===== src/rtl/jtkunio_romarb.sv =====
// Graphics ROM arbiter: scroll has fixed priority, object/char share round-robin,
// and each requester keeps a one-entry tag cache so repeated addresses skip the ROM.
module jtkunio_romarb #(
  parameter int AW   = 17,
  parameter int DW   = 32,
  parameter int TOUT = 255
) (
  input  logic          clk,
  input  logic          rst_n,
  input  logic [AW-1:0] scr_addr,
  input  logic          scr_cs,
  output logic [DW-1:0] scr_data,
  output logic          scr_ok,
  input  logic [AW-1:0] obj_addr,
  input  logic          obj_cs,
  output logic [DW-1:0] obj_data,
  output logic          obj_ok,
  input  logic [AW-1:0] chr_addr,
  input  logic          chr_cs,
  output logic [DW-1:0] chr_data,
  output logic          chr_ok,
  output logic [AW-1:0] rom_addr,
  output logic          rom_cs,
  input  logic [DW-1:0] rom_data,
  input  logic          rom_ok,
  output logic [7:0]    tout_cnt
);

  typedef enum logic [1:0] {IDLE, WAIT, GAP} state_t;
  typedef enum logic [1:0] {SCR = 2'd0, OBJ = 2'd1, CHR = 2'd2} req_t;

  localparam logic [7:0] TLIM = 8'(TOUT);

  state_t        state, state_nx;
  req_t          owner, rr, win;
  logic [7:0]    wcnt;
  logic [AW-1:0] req_addr [3];
  logic [AW-1:0] tag      [3];
  logic [DW-1:0] data     [3];
  logic [2:0]    req_cs, hit, pend, valid;
  logic [AW-1:0] own_addr;
  logic          own_cs, own_match, fill, abort, tmo, any_pend;

  assign req_addr[0] = scr_addr;
  assign req_addr[1] = obj_addr;
  assign req_addr[2] = chr_addr;
  assign req_cs      = {chr_cs, obj_cs, scr_cs};

  for (genvar i = 0; i < 3; i++) begin : g_req
    assign hit[i] = req_cs[i] & valid[i] & (req_addr[i] == tag[i]);
  end

  assign pend     = req_cs & ~hit;
  assign any_pend = |pend;

  assign scr_ok   = hit[0];
  assign obj_ok   = hit[1];
  assign chr_ok   = hit[2];
  assign scr_data = data[0];
  assign obj_data = data[1];
  assign chr_data = data[2];

  always_comb begin
    win = CHR;
    if (pend[0])                win = SCR;
    else if (pend[1] & pend[2]) win = rr;
    else if (pend[1])           win = OBJ;
  end

  always_comb begin
    own_cs   = scr_cs;
    own_addr = scr_addr;
    case (owner)
      OBJ:     begin own_cs = obj_cs; own_addr = obj_addr; end
      CHR:     begin own_cs = chr_cs; own_addr = chr_addr; end
      default: ;
    endcase
  end

  // First WAIT cycle ignores rom_ok: it may still be asserted for the previous access
  assign own_match = own_cs && (own_addr == rom_addr);
  assign fill      = (state == WAIT) && rom_ok && (wcnt != '0) && own_match;
  assign tmo       = (state == WAIT) && !fill && (wcnt == TLIM);
  assign abort     = (state == WAIT) && !fill && (!own_match || (wcnt == TLIM));

  always_comb begin
    state_nx = state;
    case (state)
      IDLE:    if (any_pend) state_nx = WAIT;
      WAIT:    if (fill || abort) state_nx = GAP;
      GAP:     state_nx = IDLE;
      default: state_nx = IDLE;
    endcase
  end

  always_ff @(posedge clk) begin
    if (!rst_n) state <= IDLE;
    else        state <= state_nx;
  end

  always_ff @(posedge clk) begin
    if (!rst_n) begin
      rom_cs   <= 1'b0;
      rom_addr <= '0;
      owner    <= SCR;
      rr       <= OBJ;
      wcnt     <= '0;
      tout_cnt <= '0;
      valid    <= '0;
      tag      <= '{default: '0};
      data     <= '{default: '0};
    end else begin
      case (state)
        IDLE: if (any_pend) begin
          rom_addr <= req_addr[win];
          rom_cs   <= 1'b1;
          owner    <= win;
          wcnt     <= '0;
        end
        WAIT: begin
          wcnt <= wcnt + 8'd1;
          if (fill) begin
            data[owner]  <= rom_data;
            tag[owner]   <= rom_addr;
            valid[owner] <= 1'b1;
          end
          if (fill || abort) begin
            rom_cs <= 1'b0;
            if (owner != SCR) rr <= (owner == OBJ) ? CHR : OBJ;
          end
          if (tmo && (tout_cnt != '1)) tout_cnt <= tout_cnt + 8'd1;
        end
        default: rom_cs <= 1'b0;
      endcase
    end
  end

endmodule


===== config.mk =====
export PLATFORM = sky130hd
export DESIGN_NAME = jtkunio_romarb
export DESIGN_NICKNAME = d
export VERILOG_FILES = /design/src/rtl/jtkunio_romarb.sv
export SDC_FILE = /design/constraint.sdc
export NUM_CORES = 1
export LEC_CHECK = 0
export CAP_MARGIN = 20
export CORE_MARGIN = 5
export CORE_UTILIZATION = 46
export DETAILED_ROUTE_END_ITERATION = 8
export PLACE_DENSITY = 0.78
export SYNTH_ARGS = -nofsm -noshare
export SYNTH_HDL_FRONTEND = slang
export SYNTH_SLANG_ARGS = --single-unit

===== constraint.sdc =====
create_clock -name clk -period 2.9 [get_ports clk]
set_input_delay 0.435 -clock clk [delete_from_list [all_inputs] [get_ports clk]]
set_output_delay 0.435 -clock clk [all_outputs]
set_load 0.005 [all_outputs]

==> results.md, run 1 <==
| Item | Value | Unit |
|---|---|---|
| Path type of the worst setup path | register to register | - |
| Avg Synthesized Cell Area | 8.90 | um^2 |
| Net count after synthesis | 1118 | - |
| Synth warn | 0 | - |
| Clock latency on the worst-skew pair | 0.45 | ns |
| Final critical-path share of the clock period | 108 | % |
| Crit end category | register | - |
| Count of endpoints failing hold in the final timing report | 0 | - |
| TNS Setup | -23.71 | ns |
| Power per standard cell area | 462 | nW/um^2 |
| Met3 global-route usage | 7.07 | % |
| Die X-Extent | 151 | um |
| Number of detailed-route iterations in the first pass | 5 | - |
| Biggest fanout along the worst timing path | 25 | - |
| Net switching share of the total power | 29.7 | % |
| RSZ-0062 raised after global routing | true | - |
| Total standard cell area after synthesis | 9110 | um^2 |
| Area of all placed cells without fillers | 13300 | um^2 |
| Slowest cell delay on critical path | 0.39 | ns |
| Mapped Cells | 1023 | - |
| Remaining DRCs | 0 | - |
| Critical Path Start Type | register | - |
| Crit path required time | 3.27 | ns |
| Number of hold buffers added after CTS | 0 | - |
| Sequential share of the synthesized area | 41.5 | % |
| Vias in the first global route | 8640 | - |
| Layout Nets | 1392 | - |
| Most frequent standard cell in the layout excluding fill and tap cells | nand2_1 | - |
| Combinational group share of total power | 14.8 | % |
| Clock group share of total power | 41.4 | % |
| Die area | 22700 | um^2 |
| Most common cell type on the critical path | buf_12 | - |
| Global-route usage over all layers | 26.3 | % |
| Max-cap violation count | 0 | - |
| Data arrival time at the worst-slack endpoint | 3.49 | ns |
| Slew headroom | 59.5 | % |
| Max stage delay cell, worst path | or3b_4 | - |
| Number of synthesized flops with an enable pin | 0 | - |
| Cells traversed along the worst timing path | inv_2 -> buf_6 -> ha_4 -> buf_12 -> inv_8 -> o211a_1 -> nor4_2 -> buf_4 -> or3b_4 -> nor3_4 -> buf_12 -> buf_12 -> nand3_4 -> buf_12 -> mux2i_2 | - |
| Number of storage elements in the synthesis netlist | 189 | - |
| Busiest layer in global routing | met2 | - |
| Crit path time final | 3.12 | ns |
| Total clock buffers created by CTS | 17 | - |
| CORE AREA | 19500 | um^2 |
| Main synth FF type | dfxtp_1 | - |
| Peak Freq | 0.320 | GHz |
| Reg clk slew, reported paths | 0.09 | ns |
| Standby leakage power | 6.07 | nW |
| Routed length per instance | 19.4 | um |
| Die H | 151 | um |
| Fillers | 1474 | - |
| Total inserted antenna cells | 0 | - |
| Grt met2 use | 43.8 | % |
| Violations in the final reports | setup timing | - |
| Unique cell type count in the Yosys netlist | 56 | - |
| Final worst-path setup slack | -0.223 | ns |
| Number of antenna violations at the first check in global routing | 0 | - |
| Signed area change from the synthesized netlist to the final layout | 46.1 | % |
| Final setup fails | 153 | - |
| Number of input and output port buffers inserted | 213 | - |
| HPWL after detailed placement | 20900 | um |
| Grt total ovfl | 0 | - |
| Internal power | 4.32 | mW |
| Post-layout power | 6.15 | mW |
| Ys async rst share | 0 | % |
| Post-Place Cell Area | 12100 | um^2 |
| DRC violation total after the first TritonRoute iteration | 784 | - |
| I/O pin count | 214 | - |
| Vias per Instance | 5.57 | - |
| Sequential share of power | 43.8 | % |
| Number of sinks handled by clock tree synthesis | 189 | - |
| Longest Clk Path Bufs | 2 | - |
| Final weighted congestion in routability-driven placement | 0.941 | - |
| Initial cell density of the core | 46.8 | % |
| Max VDD drop | 0.000356 | V |
| Met1 usage | 32.9 | % |
| Run status | finished, violations left | - |
| Most frequent cells in the layout | nand2_1, clkdlybuf4s50_1, dfxtp_1 | - |
| Routed Antenna Nets | 0 | - |
| Share of layout cells above drive strength 1 | 13.9 | % |
| Final routed wirelength across all metal layers | 30500 | um |
| Hold Path Class | primary input to register | - |
| Vias after detailed routing | 8776 | - |
| Switching component of the power | 1.83 | mW |
| Post-route non-filler standard cell count | 1575 | - |
| Pin count of the biggest net entering global routing | 80 | - |
| TritonCTS clock tree | built | - |
| Wire length of the first global-routing pass | 46900 | um |
| Count of placed standard cells including taps | 1524 | - |
| Cell chosen for the clock root | clkbuf_16 | - |
| Pin slew with the least headroom to its limit | 0.607 | ns |
| Number of core rows | 51 | - |
| H-tree level count | 4 | - |
| Number of pins exceeding their max-slew limit in the final report | 0 | - |
| Skew final | 0.0162 | ns |
==> power groups by stage <==
stage | Clock, mW | Sequential [mW] | Combinational, mW
2_1_floorplan | 0 | 2.73 | 0.380
3_3_place_gp | 0 | 2.75 | 0.809
3_5_place_dp | 0 | 2.75 | 0.819
4_1_cts | 2.58 | 2.69 | 0.882
5_1_grt | 2.69 | 2.70 | 0.966
6_report | 2.55 | 2.69 | 0.908
==> synthesized netlist by cell type, types with 6 or more instances <==
cell,instances,share of area [%]
a211oi_1,8,0.66
a21oi_1,19,1.0
a22oi_1,14,1.2
a31oi_1,42,2.9
and4_1,18,1.7
buf_2,6,0.33
buf_6,16,2.0
clkbuf_1,46,1.9
dfxtp_1,189,42
ha_1,6,0.82
inv_1,33,1.4
mux2i_1,159,17
nand2_1,239,9.9
nand2b_1,9,0.62
nand3_1,11,0.60
nand4_1,7,0.48
nor2_1,26,1.1
nor4_1,17,1.2
o21ai_0,41,2.3
xnor2_1,15,1.4
xor2_1,45,4.3
==> stage by stage <==
step | setup slack (ns) | hold slack [ns] | utilization, %
after detailed placement | -0.378 | 0.438 | 62.3
after CTS | -0.138 | 0.439 | 67.7
final | -0.223 | 0.453 | 68.4
after global placement | -0.319 | 0.435 | 62.3
after global routing | -0.311 | 0.480 | 68.4
after floorplan | 0.0370 | 0.425 | -
==> state kept, by name, indices dropped and copies added, names as in the netlist <==
| signal | cells |
|---|---|
| tag | 51 |
| chr_data | 32 |
| obj_data | 32 |
| scr_data | 32 |
| rom_addr | 17 |
| tout_cnt | 8 |
| wcnt | 8 |
| valid | 3 |
| owner | 2 |
| rr | 2 |
| state | 2 |
==> what timing repair did <==
action	4_1_cts	5_1_grt
gates cloned	6	4
buffers inserted	12	1
pin swaps	18	3
gates resized for setup	47	14
endpoints found under the setup margin	165	163
==> worst max-delay path, delay by kind of cell, from the launching register on <==
kind / cells / cell delay [ns]
buf+inv: 8 / 0.96
simple gates: 4 / 0.99
compound gates: 1 / 0.22
mux: 1 / 0.22
flops: 1 / 0.35
fa+ha+maj: 1 / 0.31
==> kinds of logic after synthesis <==
group,share of synthesized area [%]
simple gates,17.6
flops,41.5
mux,17.5
compound gates,11.0
buf+inv,5.73
xor+xnor,5.77
fa+ha+maj,0.824
==> worst paths after layout <==
| check | startpoint | endpoint | slack (ns) | depth (start not counted) |
|---|---|---|---|---|
| setup / recovery | owner[0] | scr_data[18] | -0.22 | 15 |
| hold / removal | rst_n | wcnt[7] | 0.45 | 3 |
| setup reg to reg | owner[0] | scr_data[18] | -0.22 | 15 |
| hold reg to reg | scr_data[0] | scr_data[0] | 0.46 | 2 |
==> final cells by class <==
| type | instances | area (um^2) | share of cell area [%] |
|---|---|---|---|
| Tap cell | 265 | 332 | 2.49 |
| Clock buffer | 17 | 425 | 3.20 |
| Inverter | 34 | 135 | 1.02 |
| Multi-Input combinational cell | 730 | 4960 | 37.3 |
| Sequential cell | 189 | 3780 | 28.4 |
| Timing Repair Buffer | 325 | 3440 | 25.8 |
| Clock inverter | 15 | 236 | 1.78 |
==> per-layer routing <==
| metal | wire length [um] | vias to the layer above |
|---|---|---|
| met5 | 0 | - |
| met4 | 903 | 0 |
| met3 | 2660 | 66 |
| met2 | 14800 | 390 |
| met1 | 12200 | 4202 |
| li1 | - | 4118 |
Note: power is estimated with default switching activity, not from simulation.
==> inputs of run 2 (changes only) <==
- CORE_UTILIZATION: 46 -> 45
- PLACE_DENSITY: 0.78 -> 0.76
==> results.md, run 2 (synthesis gave the netlist of run 1 again) <==
| Item | Value | Unit |
|---|---|---|
| Run status | finished clean | - |
| Post-layout power | 5.99 | mW |
| Skew final | 0.0128 | ns |
| Final hold slack | 0.451 | ns |
| Wire length of the first global-routing pass | 46500 | um |
| Remaining DRCs | 0 | - |
| Number of antenna violations at the first check in global routing | 0 | - |
| Slew headroom | 59.3 | % |
| Initial cell density of the core | 45.3 | % |
| Count of endpoints failing hold in the final timing report | 0 | - |
| Pin slew with the least headroom to its limit | 0.610 | ns |
| Crit end category | register | - |
| Number of pins exceeding their max-slew limit in the final report | 0 | - |
| Vias per Instance | 5.41 | - |
| H-tree level count | 4 | - |
| Max-cap violation count | 0 | - |
| Crit path required time | 3.23 | ns |
| Grt total ovfl | 0 | - |
| Vias after detailed routing | 8630 | - |
| Final setup fails | 0 | - |
| Reg clk slew, reported paths | 0.08 | ns |
| Final critical-path share of the clock period | 99.9 | % |
| WP buf/inv | 2 | - |
| Number of input and output port buffers inserted | 213 | - |
| Total clock buffers created by CTS | 17 | - |
| Standby leakage power | 6.05 | nW |
| Share of layout cells above drive strength 1 | 15.4 | % |
| Register containing the most flip-flops in the final layout | tag | - |
| Number of detailed-route iterations in the first pass | 5 | - |
| Number of hold buffers added after CTS | 0 | - |
| CP startpoint | owner[0] | - |
| Total inserted antenna cells | 0 | - |
| Hold Path Class | register to register | - |
| Startpoint of the lowest-slack register-to-register path | owner[0] | - |
| Vias in the first global route | 8477 | - |
| Most common cell type on the critical path | or4_4 | - |
| Global-route usage over all layers | 24.7 | % |
| Pin count of the biggest net entering global routing | 79 | - |
| Path type of the worst setup path | register to register | - |
| Max stage delay cell, worst path | or4_4 | - |
| Final weighted congestion in routability-driven placement | 0.970 | - |
| CORE AREA | 20100 | um^2 |
| Die H | 152 | um |
| Most frequent standard cell in the layout excluding fill and tap cells | nand2_1 | - |
| Routed Antenna Nets | 0 | - |
| RSZ-0062 raised after global routing | true | - |
| Slack of the worst reg-to-reg path | 0.003 | ns |
| Signed area change from the synthesized netlist to the final layout | 45.2 | % |
| Data arrival time at the worst-slack endpoint | 3.22 | ns |
| I/O pin count | 214 | - |
| TritonCTS clock tree | built | - |
| Critical path's top delay family | simple AND/OR/NAND/NOR gates | - |
| TNS Setup | 0 | ns |
| Cells traversed along the worst timing path | inv_4 -> ha_4 -> buf_6 -> mux2i_1 -> o221ai_1 -> or4_4 -> or4_4 -> and4_4 -> a31o_2 | - |
| Most frequent cells in the layout | nand2_1, clkdlybuf4s50_1, dfxtp_1 | - |
| HPWL after detailed placement | 21500 | um |
| Longest Clk Path Bufs | 2 | - |
| Slowest cell delay on critical path | 0.60 | ns |
| Cell chosen for the clock root | clkbuf_16 | - |
| Number of core rows | 52 | - |
| Power per standard cell area | 453 | nW/um^2 |
| Final routed wirelength across all metal layers | 30300 | um |
| Layout Nets | 1407 | - |
| Crit path time final | 2.90 | ns |
| Die area | 23200 | um^2 |
| Hold_sp | valid[2] | - |
| Max reg flops | 51 | - |
| Number of sinks handled by clock tree synthesis | 189 | - |
| Clock latency on the worst-skew pair | 0.44 | ns |
| Die X-Extent | 152 | um |
| Biggest fanout along the worst timing path | 5 | - |
| DRC violation total after the first TritonRoute iteration | 718 | - |
| Routed length per instance | 19.0 | um |
| Max VDD drop | 0.000424 | V |
| Critical Path Start Type | register | - |
| Peak Freq | 0.345 | GHz |
==> run 2: cell count changes in the layout (fill, tap and decap cells not counted), moves of 3 or more <==
cell / delta
clkinv_4: +4
buf_16: -6
dlygate4sd2_1: +8
nor4_2: +3
buf_4: +30
inv_12: -3
clkdlybuf4s50_1: -9
buf_12: -10
a21boi_1: +3
nor4_1: -5
a21boi_2: -3
==> run 2: what timing repair did <==
action | CTS | global route
setup buffers | 4 | 11
pin swaps | 13 | 12
endpoints found under the setup margin | 166 | 159
resized for setup | 43 | 30
cloned | 0 | 7
endpoints found under the hold margin | 0 | 0
==> run 2: cell type report <==
class | count | area (um^2)
fillers | 1605 | 6880
multi-input cells | 731 | 5040
flip-flops and latches | 189 | 3790
repair buffers | 339 | 3300
clock buffers | 17 | 425
well taps | 270 | 338
clock inverters | 15 | 189
inverters | 34 | 138
==> run 2: power breakdown <==
group          switching [mW]  internal (mW)
logic                   0.479          0.459
registers              0.0538           2.63
clock network            1.19           1.18
total                    1.72           4.27
==> run 2: layer usage <==
layer	share of wire, %	global-route usage [%]	vias up
met2	46	39.5	376
met4	3.1	10.1	0
met5	0	0	-
met3	9.0	7.27	59
met1	42	31.3	4047
li1	-	-	4148
==> run 2: worst paths after layout <==
kind / to / cells past startpoint
hold reg to reg: valid[2] / 2
setup reg to reg: rr[1] / 9
setup / recovery: rr[1] / 9
hold / removal: valid[2] / 2
==> run 2: worst register-to-register path: stages, from the launching register on <==
cell      delay, ns
dfxtp_4        0.38
inv_4          0.05
ha_4           0.30
buf_6          0.15
mux2i_1        0.25
o221ai_1       0.13
or4_4          0.60
or4_4          0.55
and4_4         0.17
a31o_2         0.21
==> run 2: metrics by stage <==
step | setup slack, ns | cell area [um^2] | util [%] | std cells
2_1_floorplan | 0.0370 | 9110 | - | 1023
3_3_place_gp | -0.445 | 12100 | 60.3 | 1542
3_5_place_dp | -0.453 | 12100 | 60.3 | 1542
4_1_cts | 0.00966 | 12900 | 64.2 | 1578
5_1_grt | -0.0660 | 13200 | 65.8 | 1595
6_report | 0.00305 | 13200 | 65.8 | 1595
==> inputs of run 3 (changes only) <==
- GPL_ROUTABILITY_DRIVEN: unset -> 0
==> results.md, run 3 (synthesis gave the netlist of run 1 again) <==
| Item | Value | Unit |
|---|---|---|
| HPWL after detailed placement | 20800 | um |
| Total inserted antenna cells | 0 | - |
| Number of input and output port buffers inserted | 213 | - |
| Vias per Instance | 5.50 | - |
| Crit path required time | 3.23 | ns |
| TritonCTS clock tree | built | - |
| Number of antenna violations at the first check in global routing | 0 | - |
| Number of core rows | 52 | - |
| Total clock buffers created by CTS | 17 | - |
| Routed length per instance | 19.1 | um |
| CORE AREA | 20100 | um^2 |
| Layout Nets | 1390 | - |
| Standby leakage power | 6.08 | nW |
| Crit end category | register | - |
| Hold Path Class | primary input to register | - |
| Max VDD drop | 0.000423 | V |
| Hold_sp | chr_addr[11] | - |
| Slack of the worst reg-to-reg path | -0.07 | ns |
| Die X-Extent | 152 | um |
| Critical Path Start Type | register | - |
| Reg clk slew, reported paths | 0.09 | ns |
| Startpoint of the lowest-slack register-to-register path | owner[0] | - |
| Crit path time final | 2.97 | ns |
| Vias in the first global route | 8449 | - |
| Post-layout power | 6.14 | mW |
| Violations in the final reports | setup timing | - |
| Wire length of the first global-routing pass | 46000 | um |
| Biggest fanout along the worst timing path | 8 | - |
| I/O pin count | 214 | - |
| Signed area change from the synthesized netlist to the final layout | 44.2 | % |
| Share of layout cells above drive strength 1 | 14.1 | % |
| H-tree level count | 4 | - |
| Run status | finished, violations left | - |
| Vias after detailed routing | 8679 | - |
| Cell chosen for the clock root | clkbuf_16 | - |
| Reg2Reg Depth | 10 | - |
| Global-route usage over all layers | 24.5 | % |
| Hold-critical path depth | 3 | - |
| Fillers | 1615 | - |
| Count of endpoints failing hold in the final timing report | 0 | - |
| Max reg flops | 51 | - |
| Skew final | 0.0221 | ns |
| Longest Clk Path Bufs | 2 | - |
| Routed Antenna Nets | 0 | - |
| Clock latency on the worst-skew pair | 0.45 | ns |
| Pin slew with the least headroom to its limit | 0.731 | ns |
| Number of sinks handled by clock tree synthesis | 189 | - |
| DRC violation total after the first TritonRoute iteration | 612 | - |
| Die area | 23200 | um^2 |
| Capturing point of the worst reg2reg path | rr[1] | - |
| Register containing the most flip-flops in the final layout | tag | - |
| Worst slack at placement | -0.357 | ns |
| Path type of the worst setup path | register to register | - |
| RSZ-0062 raised after global routing | true | - |
| Die H | 152 | um |
| Final setup fails | 55 | - |
| Data arrival time at the worst-slack endpoint | 3.30 | ns |
| Power per standard cell area | 467 | nW/um^2 |
| Number of detailed-route iterations in the first pass | 7 | - |
| Max-cap violation count | 0 | - |
| Slew headroom | 51.3 | % |
| Number of pins exceeding their max-slew limit in the final report | 0 | - |
| Most frequent cells in the layout | nand2_1, dfxtp_1, clkdlybuf4s50_1 | - |
| Worst hold endpoint | rom_addr[11] | - |
| Final critical-path share of the clock period | 102 | % |
| Final worst-path setup slack | -0.0665 | ns |
| Final routed wirelength across all metal layers | 30100 | um |
| Pin count of the biggest net entering global routing | 99 | - |
| Number of hold buffers added after CTS | 0 | - |
| Grt total ovfl | 0 | - |
| Remaining DRCs | 0 | - |
| Initial cell density of the core | 45.3 | % |
| Most frequent standard cell in the layout excluding fill and tap cells | nand2_1 | - |
| Peak Freq | 0.337 | GHz |
run 3: cell count changes in the layout (fill, tap and decap cells not counted), moves of 3 or more:
cell	delta
dlymetal6s2s_1	+4
dfxtp_2	+4
a22oi_2	-3
inv_12	+3
buf_12	+3
clkinv_4	-4
dlygate4sd2_1	+10
clkdlybuf4s50_1	-13
buf_4	-17
a22oi_1	+3
run 3: layer usage:
| layer | GRT usage (%) | up-vias | part of all wire, % |
|---|---|---|---|
| met2 | 39.9 | 416 | 47 |
| met5 | 0 | - | 0 |
| met4 | 9.08 | 0 | 3.6 |
| li1 | - | 4092 | - |
| met3 | 8.41 | 86 | 9.6 |
| met1 | 30.3 | 4085 | 40 |
run 3: how the worst max path moves through the flow:
stage	from	end	slack, ns	cells after the start
2_1_floorplan	owner[0]	rr[1]	0.04	9
3_3_place_gp	scr_addr[5]	scr_ok	-0.38	8
3_5_place_dp	scr_addr[5]	scr_ok	-0.36	8
4_1_cts	owner[0]	rr[1]	-0.002	10
5_1_grt	owner[0]	rr[1]	-0.13	13
6_report	owner[0]	rr[1]	-0.07	10
run 3: critical path, cell delays in order (launching register included):
cell	delay (ns)
dfxtp_2	0.34
buf_4	0.14
ha_4	0.20
buf_4	0.19
a22oi_1	0.25
a211oi_1	0.12
a2111oi_0	0.33
nand4_1	0.25
or4_4	0.57
and4_1	0.24
a31o_2	0.21
run 3: cell type report:
| class | count | area, um^2 | share of cell area (%) |
|---|---|---|---|
| Multi-Input combinational cell | 730 | 5010 | 38.2 |
| Sequential cell | 189 | 3790 | 28.8 |
| Timing Repair Buffer | 323 | 3210 | 24.4 |
| Clock buffer | 17 | 425 | 3.24 |
| Tap cell | 270 | 338 | 2.57 |
| Clock inverter | 15 | 231 | 1.76 |
| Inverter | 34 | 130 | 0.991 |
run 3: report_power, final:
| group | internal, mW | total [mW] | leakage, nW | switching, mW |
|---|---|---|---|---|
| combinational | 0.432 | 0.891 | 4.24 | 0.459 |
| clock | 1.23 | 2.55 | 0.315 | 1.31 |
| sequential | 2.63 | 2.70 | 1.53 | 0.0641 |
| total | 4.30 | 6.14 | 6.08 | 1.84 |
run 3: stage by stage:
stage               std cells  utilization (%)  hold slack, ns  area (um^2)   TNS, ns
finish                   1578             65.3           0.446        13100    -0.682
global route             1578             65.3           0.438        13100     -5.27
CTS                      1568             64.3           0.428        12900  -0.00157
detailed placement       1528             60.0           0.442        12100    -47.00
global placement         1528             60.0           0.435        12100    -45.59
floorplan                1023                -           0.425         9110         0
run 3: what timing repair did:
action / CTS / global route
cloned: 2 / 3
resized for setup: 51 / 26
pin swaps: 17 / 16
setup endpoints to repair: 165 / 156
setup buffers: 7 / 8
==> variant 1: new RTL, config.mk and constraints of run 1 <==
Re-encode `state_t` (3 states) as one-hot, 3 bits wide.
--- a/src/rtl/jtkunio_romarb.sv
+++ b/src/rtl/jtkunio_romarb.sv
@@ -26,7 +26,7 @@
   output logic [7:0]    tout_cnt
 );
 
-  typedef enum logic [1:0] {IDLE, WAIT, GAP} state_t;
+  typedef enum logic [2:0] {IDLE = 3'b001, WAIT = 3'b010, GAP = 3'b100} state_t;
   typedef enum logic [1:0] {SCR = 2'd0, OBJ = 2'd1, CHR = 2'd2} req_t;
 
   localparam logic [7:0] TLIM = 8'(TOUT);
Formal check against the unedited RTL: no difference found for any inputs over 4 cycles, from zero or initial values and one cycle with rst_n low; so few cycles prove little.
==> variant 1 against run 1 <==
  * The run still ends with setup timing left
  * Die area grew 0.90%
  * Non-clock buffer count is 14 higher
  * Synthesized area increased by 0.96%
  * Total power increased by 1.0%
  * Sequential cell count up 2
  * Wire length up 10%
  * Final area up 2.2%
  * Final cell count up 0.83%
  * Worst setup slack got worse by 0.053 ns
  * Critical path type unchanged
  * Largest cell class unchanged
  * Highest routed layer unchanged
==> variant 1: results (changes against run 1) <==
buffers: 339  # was 325
drt-met1-wl_microns: 13500  # was 12,200 microns
fin_ws_ns: -0.276  # was -0.223 ns
synth_area_leaders: "dfxtp_1 (42%), mux2i_1 (16%), nand2_1 (8.7%), xor2_1 (4.0%), a21oi_1 (2.8%)"  # was dfxtp_1 (42%), mux2i_1 (17%), nand2_1 (9.9%), xor2_1 (4.3%), a31oi_1 (2.9%)
drt-total-wl_microns: 33700  # was 30,500 microns
sh_seq_area_pct: 28.2  # was 28.4%
power_mw: 6.21  # was 6.15 mW
final_nets: 1405  # was 1,392
yosysUniqueCellTypes: 57  # was 56
cp.arrival_ns: 3.53  # was 3.49 ns
inv_count: 27  # was 34
finClkSkew_ns: 0.0129  # was 0.0162 ns
outcome: "finished, violations left"  # unchanged
avgSynthCellArea_sq_um: 8.95  # was 8.90 sq um
rr_endpoint: "tag[1]"  # was scr_data[18]
tns_ns: -26.55  # was -23.71 ns
hold_slack_ns: 0.430  # was 0.453 ns
wl_met2_microns: 15400  # was 14,800 microns
failed_checks: "setup timing"  # unchanged
track_usage_pct: 27.3  # was 26.3%
grtUsageMet3_pct: 8.89  # was 7.07%
p_comb_share_pct: 16.8  # was 14.8%
use_met1_pct: 34.4  # was 32.9%
vdd_ir_drop_max_mv: 0.614  # was 0.356 mV
crit_fanout: 7  # was 25
critPathSlowestCell: "or4_4"  # was or3b_4
seq_power_mw: 2.75  # was 2.69 mW
placed_cell_area_sq_um: 12000  # was 12,100 sq um
gp_congestion: 0.957  # was 0.941
synth_nets: 1122  # was 1,118
r2r_cells: 13  # was 15
report.final.setup_viol: 153  # unchanged
clk_share_pct: 4.52  # was 4.97%
wl_per_cell_microns: 21.2  # was 19.4 microns
ys_ff_latch: 191  # was 189
p_int_mw: 4.36  # was 4.32 mW
grtUsageMet2_pct: 43.2  # was 43.8%
fill_cells: 1437  # was 1,474
drtIter0Drc: 924  # was 784
synthTopCellsByCount: "nand2_1 (214), dfxtp_1 (191), mux2i_1 (148)"  # was nand2_1 (239), dfxtp_1 (189), mux2i_1 (159)
==> variant 1: cell types whose count changed in the layout (fill, tap and decap cells not counted), sizes merged, moves of 7 or more <==
cell                  run 1  this run
a211o                     0         8
o211ai                    1        10
nand2                   239       214
buf                     110       118
mux2i                   159       148
inv                      43        34
nand2b                    9        16
clkdlybuf4s50           207       199
a31oi                    42        25
a21oi                    19        51
==> variant 1: kinds of logic (layout without fill, tap and decap cells) <==
kind of cell / Yosys count / count (layout) / synth area share, %
muxes: 150 / 150 / 16.4
AOI/OAI and AO/OA: 182 / 182 / 12.6
xor gates and xnor gates: 57 / 57 / 5.43
buffers and inverters: 102 / 398 / 6.00
and+or+nand+nor: 339 / 339 / 17.2
adders and majority gates: 6 / 6 / 0.817
DFF: 191 / 191 / 41.6
==> variant 1: timing repair <==
action / 4_1_cts / 5_1_grt
gates resized for setup: 48 / 31
buffers inserted: 17 / 11
pin swaps: 18 / 17
gates cloned: 11 / 10
setup endpoints to repair: 160 / 188
==> variant 2: new RTL, flow settings as in run 1 <==
Made on the original files. Set the parameter `AW` to 34 (it was 17).
--- a/src/rtl/jtkunio_romarb.sv
+++ b/src/rtl/jtkunio_romarb.sv
@@ -1,7 +1,7 @@
 // Graphics ROM arbiter: scroll has fixed priority, object/char share round-robin,
 // and each requester keeps a one-entry tag cache so repeated addresses skip the ROM.
 module jtkunio_romarb #(
-  parameter int AW   = 17,
+  parameter int AW   = 34,
   parameter int DW   = 32,
   parameter int TOUT = 255
 ) (
Ports: changed (resized chr_addr, obj_addr, rom_addr and scr_addr); port bits go from 214 to 282. The function was not compared with the original's and may differ.
==> variant 2 against run 1 <==
  * The run still ends with setup timing left
  * Wire length grew 72%
  * Synthesized area up 43%
  * Core utilization increased by 2.9 points
  * Total power up 56%
  * Worst setup slack lost 0.30 ns
  * Final area rose by 50%
  * Sequential cell count increased by 68
  * Critical path type unchanged
  * Highest routed layer is now met5
==> variant 2: results (changes against run 1) <==
outcome: "finished, violations left"  # unchanged
failed_checks: "setup timing"  # unchanged
yosysUniqueCellTypes: 50  # was 56
grt.busiest_layer: "met2"  # unchanged
track_usage_pct: 30.6  # was 26.3%
crit_fanout: 9  # was 25
yosys_warnings: 0  # unchanged
fill_cells: 1948  # was 1,474
grtUsageMet2_pct: 50.9  # was 43.8%
clock_latency_ns: 0.55  # was 0.45 ns
use_met1_pct: 37.5  # was 32.9%
wl_per_cell_microns: 23.0  # was 19.4 microns
gp_congestion: 0.951  # was 0.941
num_antenna_cells: 0  # unchanged
place_hpwl_microns: 35000  # was 20,900 microns
instances_no_fill: 2277  # was 1,575
tns_ns: -94.87  # was -23.71 ns
cts_buffers: 28  # was 17
htreeDepth: 1  # was 4
synthTopCellsByCount: "nand2_1 (280), dfxtp_1 (257), mux2i_1 (236)"  # was nand2_1 (239), dfxtp_1 (189), mux2i_1 (159)
clock_path_buffers: 3  # was 2
portBuffers: 281  # was 213
hp-class: "input pin to flip-flop"  # unchanged
ys_async_sr_fraction_pct: 0  # unchanged
critPathSlowestCell: "or4_4"  # was or3b_4
fin_ws_ns: -0.519  # was -0.223 ns
syn_inst: 1426  # was 1,023
routed_via_density: 5.86  # was 5.57
grt_max_degree: 86  # was 80
drtIter0Drc: 1435  # was 784
grt_pass1_vias: 13330  # was 8,640
cp.arrival_ns: 3.89  # was 3.49 ns
placed_cell_area_sq_um: 17500  # was 12,100 sq um
tightest_slew_ns: 0.621  # was 0.607 ns
synth_ff_type: "dfxtp_1"  # unchanged
synth_area_leaders: "dfxtp_1 (39%), mux2i_1 (18%), nand2_1 (8.0%), xor2_1 (4.0%), o211a_1 (3.2%)"  # was dfxtp_1 (42%), mux2i_1 (17%), nand2_1 (9.9%), xor2_1 (4.3%), a31oi_1 (2.9%)
dp.cells: 2171  # was 1,524
vdd_ir_drop_max_mv: 0.348  # was 0.356 mV
grt_antenna_before_repair: 1  # was 0
ys_seq_area_share_pct: 39.4  # was 41.5%
reg.largest.list: "tag x102, rom_addr x34"
slowest_delay_ns: 0.57  # was 0.39 ns
grt_pass1_wl_microns: 76000  # was 46,900 microns
path_clk_slew_ns: 0.06  # was 0.09 ns
grtUsageMet3_pct: 7.61  # was 7.07%
root_buffer: "clkbuf_16"  # unchanged
synth_nets: 1572  # was 1,118
finClkSkew_ns: 0.0119  # was 0.0162 ns
drive_gt1_share_pct: 19.4  # was 13.9%
firstDrtPassIters: 6  # was 5
report.final.setup_viol: 252  # was 153
final_nets: 2023  # was 1,392
p_leak_nw: 7.88  # was 6.07 nW
[variant 2: changes by cell type after synthesis, sizes merged, moves of 37 or more]
| cell | change |
|---|---|
| mux2i | +77 |
| dfxtp | +68 |
| nand2 | +41 |
| o211a | +39 |
| a31oi | -37 |
[variant 2: layout make-up]
cell class / instances / share of cell area (%)
inverters: 45 / 0.911
multi-input cells: 1021 / 37.8
well taps: 378 / 2.37
repair buffers: 524 / 27.9
clock inverters: 16 / 1.17
flip-flops and latches: 257 / 25.9
clock buffers: 36 / 4.03
[variant 2: what timing repair did]
| action | CTS | global route |
|---|---|---|
| setup endpoints to repair | 252 | 255 |
| gates resized for setup | 80 | 48 |
| gates cloned | 13 | 6 |
| pin swaps | 23 | 16 |
| buffers inserted | 29 | 7 |
[variant 2: worst paths after layout]
path,slack (ns),to,from,cells after the start
min reg2reg,0.46,scr_data[6],scr_data[6],2
max,-0.52,tag[46],owner[1],14
max reg2reg,-0.52,tag[46],owner[1],14
min,0.34,obj_data[6],rst_n,3
[variant 2: logic make-up after synthesis]
family / count (synthesis) / synth area share [%]
AO/OA/AOI/OAI: 207 / 13.0
XOR/XNOR: 107 / 7.17
flip-flops: 257 / 39.4
buffers and inverters: 148 / 5.95
multiplexers: 237 / 18.2
AND/OR/NAND/NOR: 464 / 15.8
adder cells (fa/ha/maj): 6 / 0.575
[variant 2: power breakdown]
| group | internal [mW] | leakage [nW] | total [mW] | switching (mW) |
|---|---|---|---|---|
| clock | 2.48 | 0.516 | 4.00 | 1.52 |
| sequential | 3.60 | 2.08 | 3.71 | 0.113 |
| combinational | 0.937 | 5.28 | 1.87 | 0.938 |
| total | 7.01 | 7.88 | 9.58 | 2.57 |
[variant 2: stage by stage]
stage | utilization (%) | worst slack (ns)
2_1_floorplan | - | 0.00369
3_3_place_gp | 62.6 | -0.599
3_5_place_dp | 62.6 | -0.671
4_1_cts | 69.8 | -0.367
5_1_grt | 71.3 | -0.555
6_report | 71.3 | -0.519
[variant 2: routing by layer]
metal	part of all wire (%)	vias to the layer above
met3	10	215
met4	5.5	2
met2	46	851
met5	0.021	-
met1	38	6349
li1	-	5933
[variant 2: critical path, delay by kind of cell, from the launching register on]
kind                     cells  cell delay, ns
adder cells (fa/ha/maj)      1            0.38
AO/OA/AOI/OAI                1            0.27
AND/OR/NAND/NOR              5            1.41
buffers and inverters        6            0.68
flip-flops                   1            0.36
multiplexers                 1            0.22
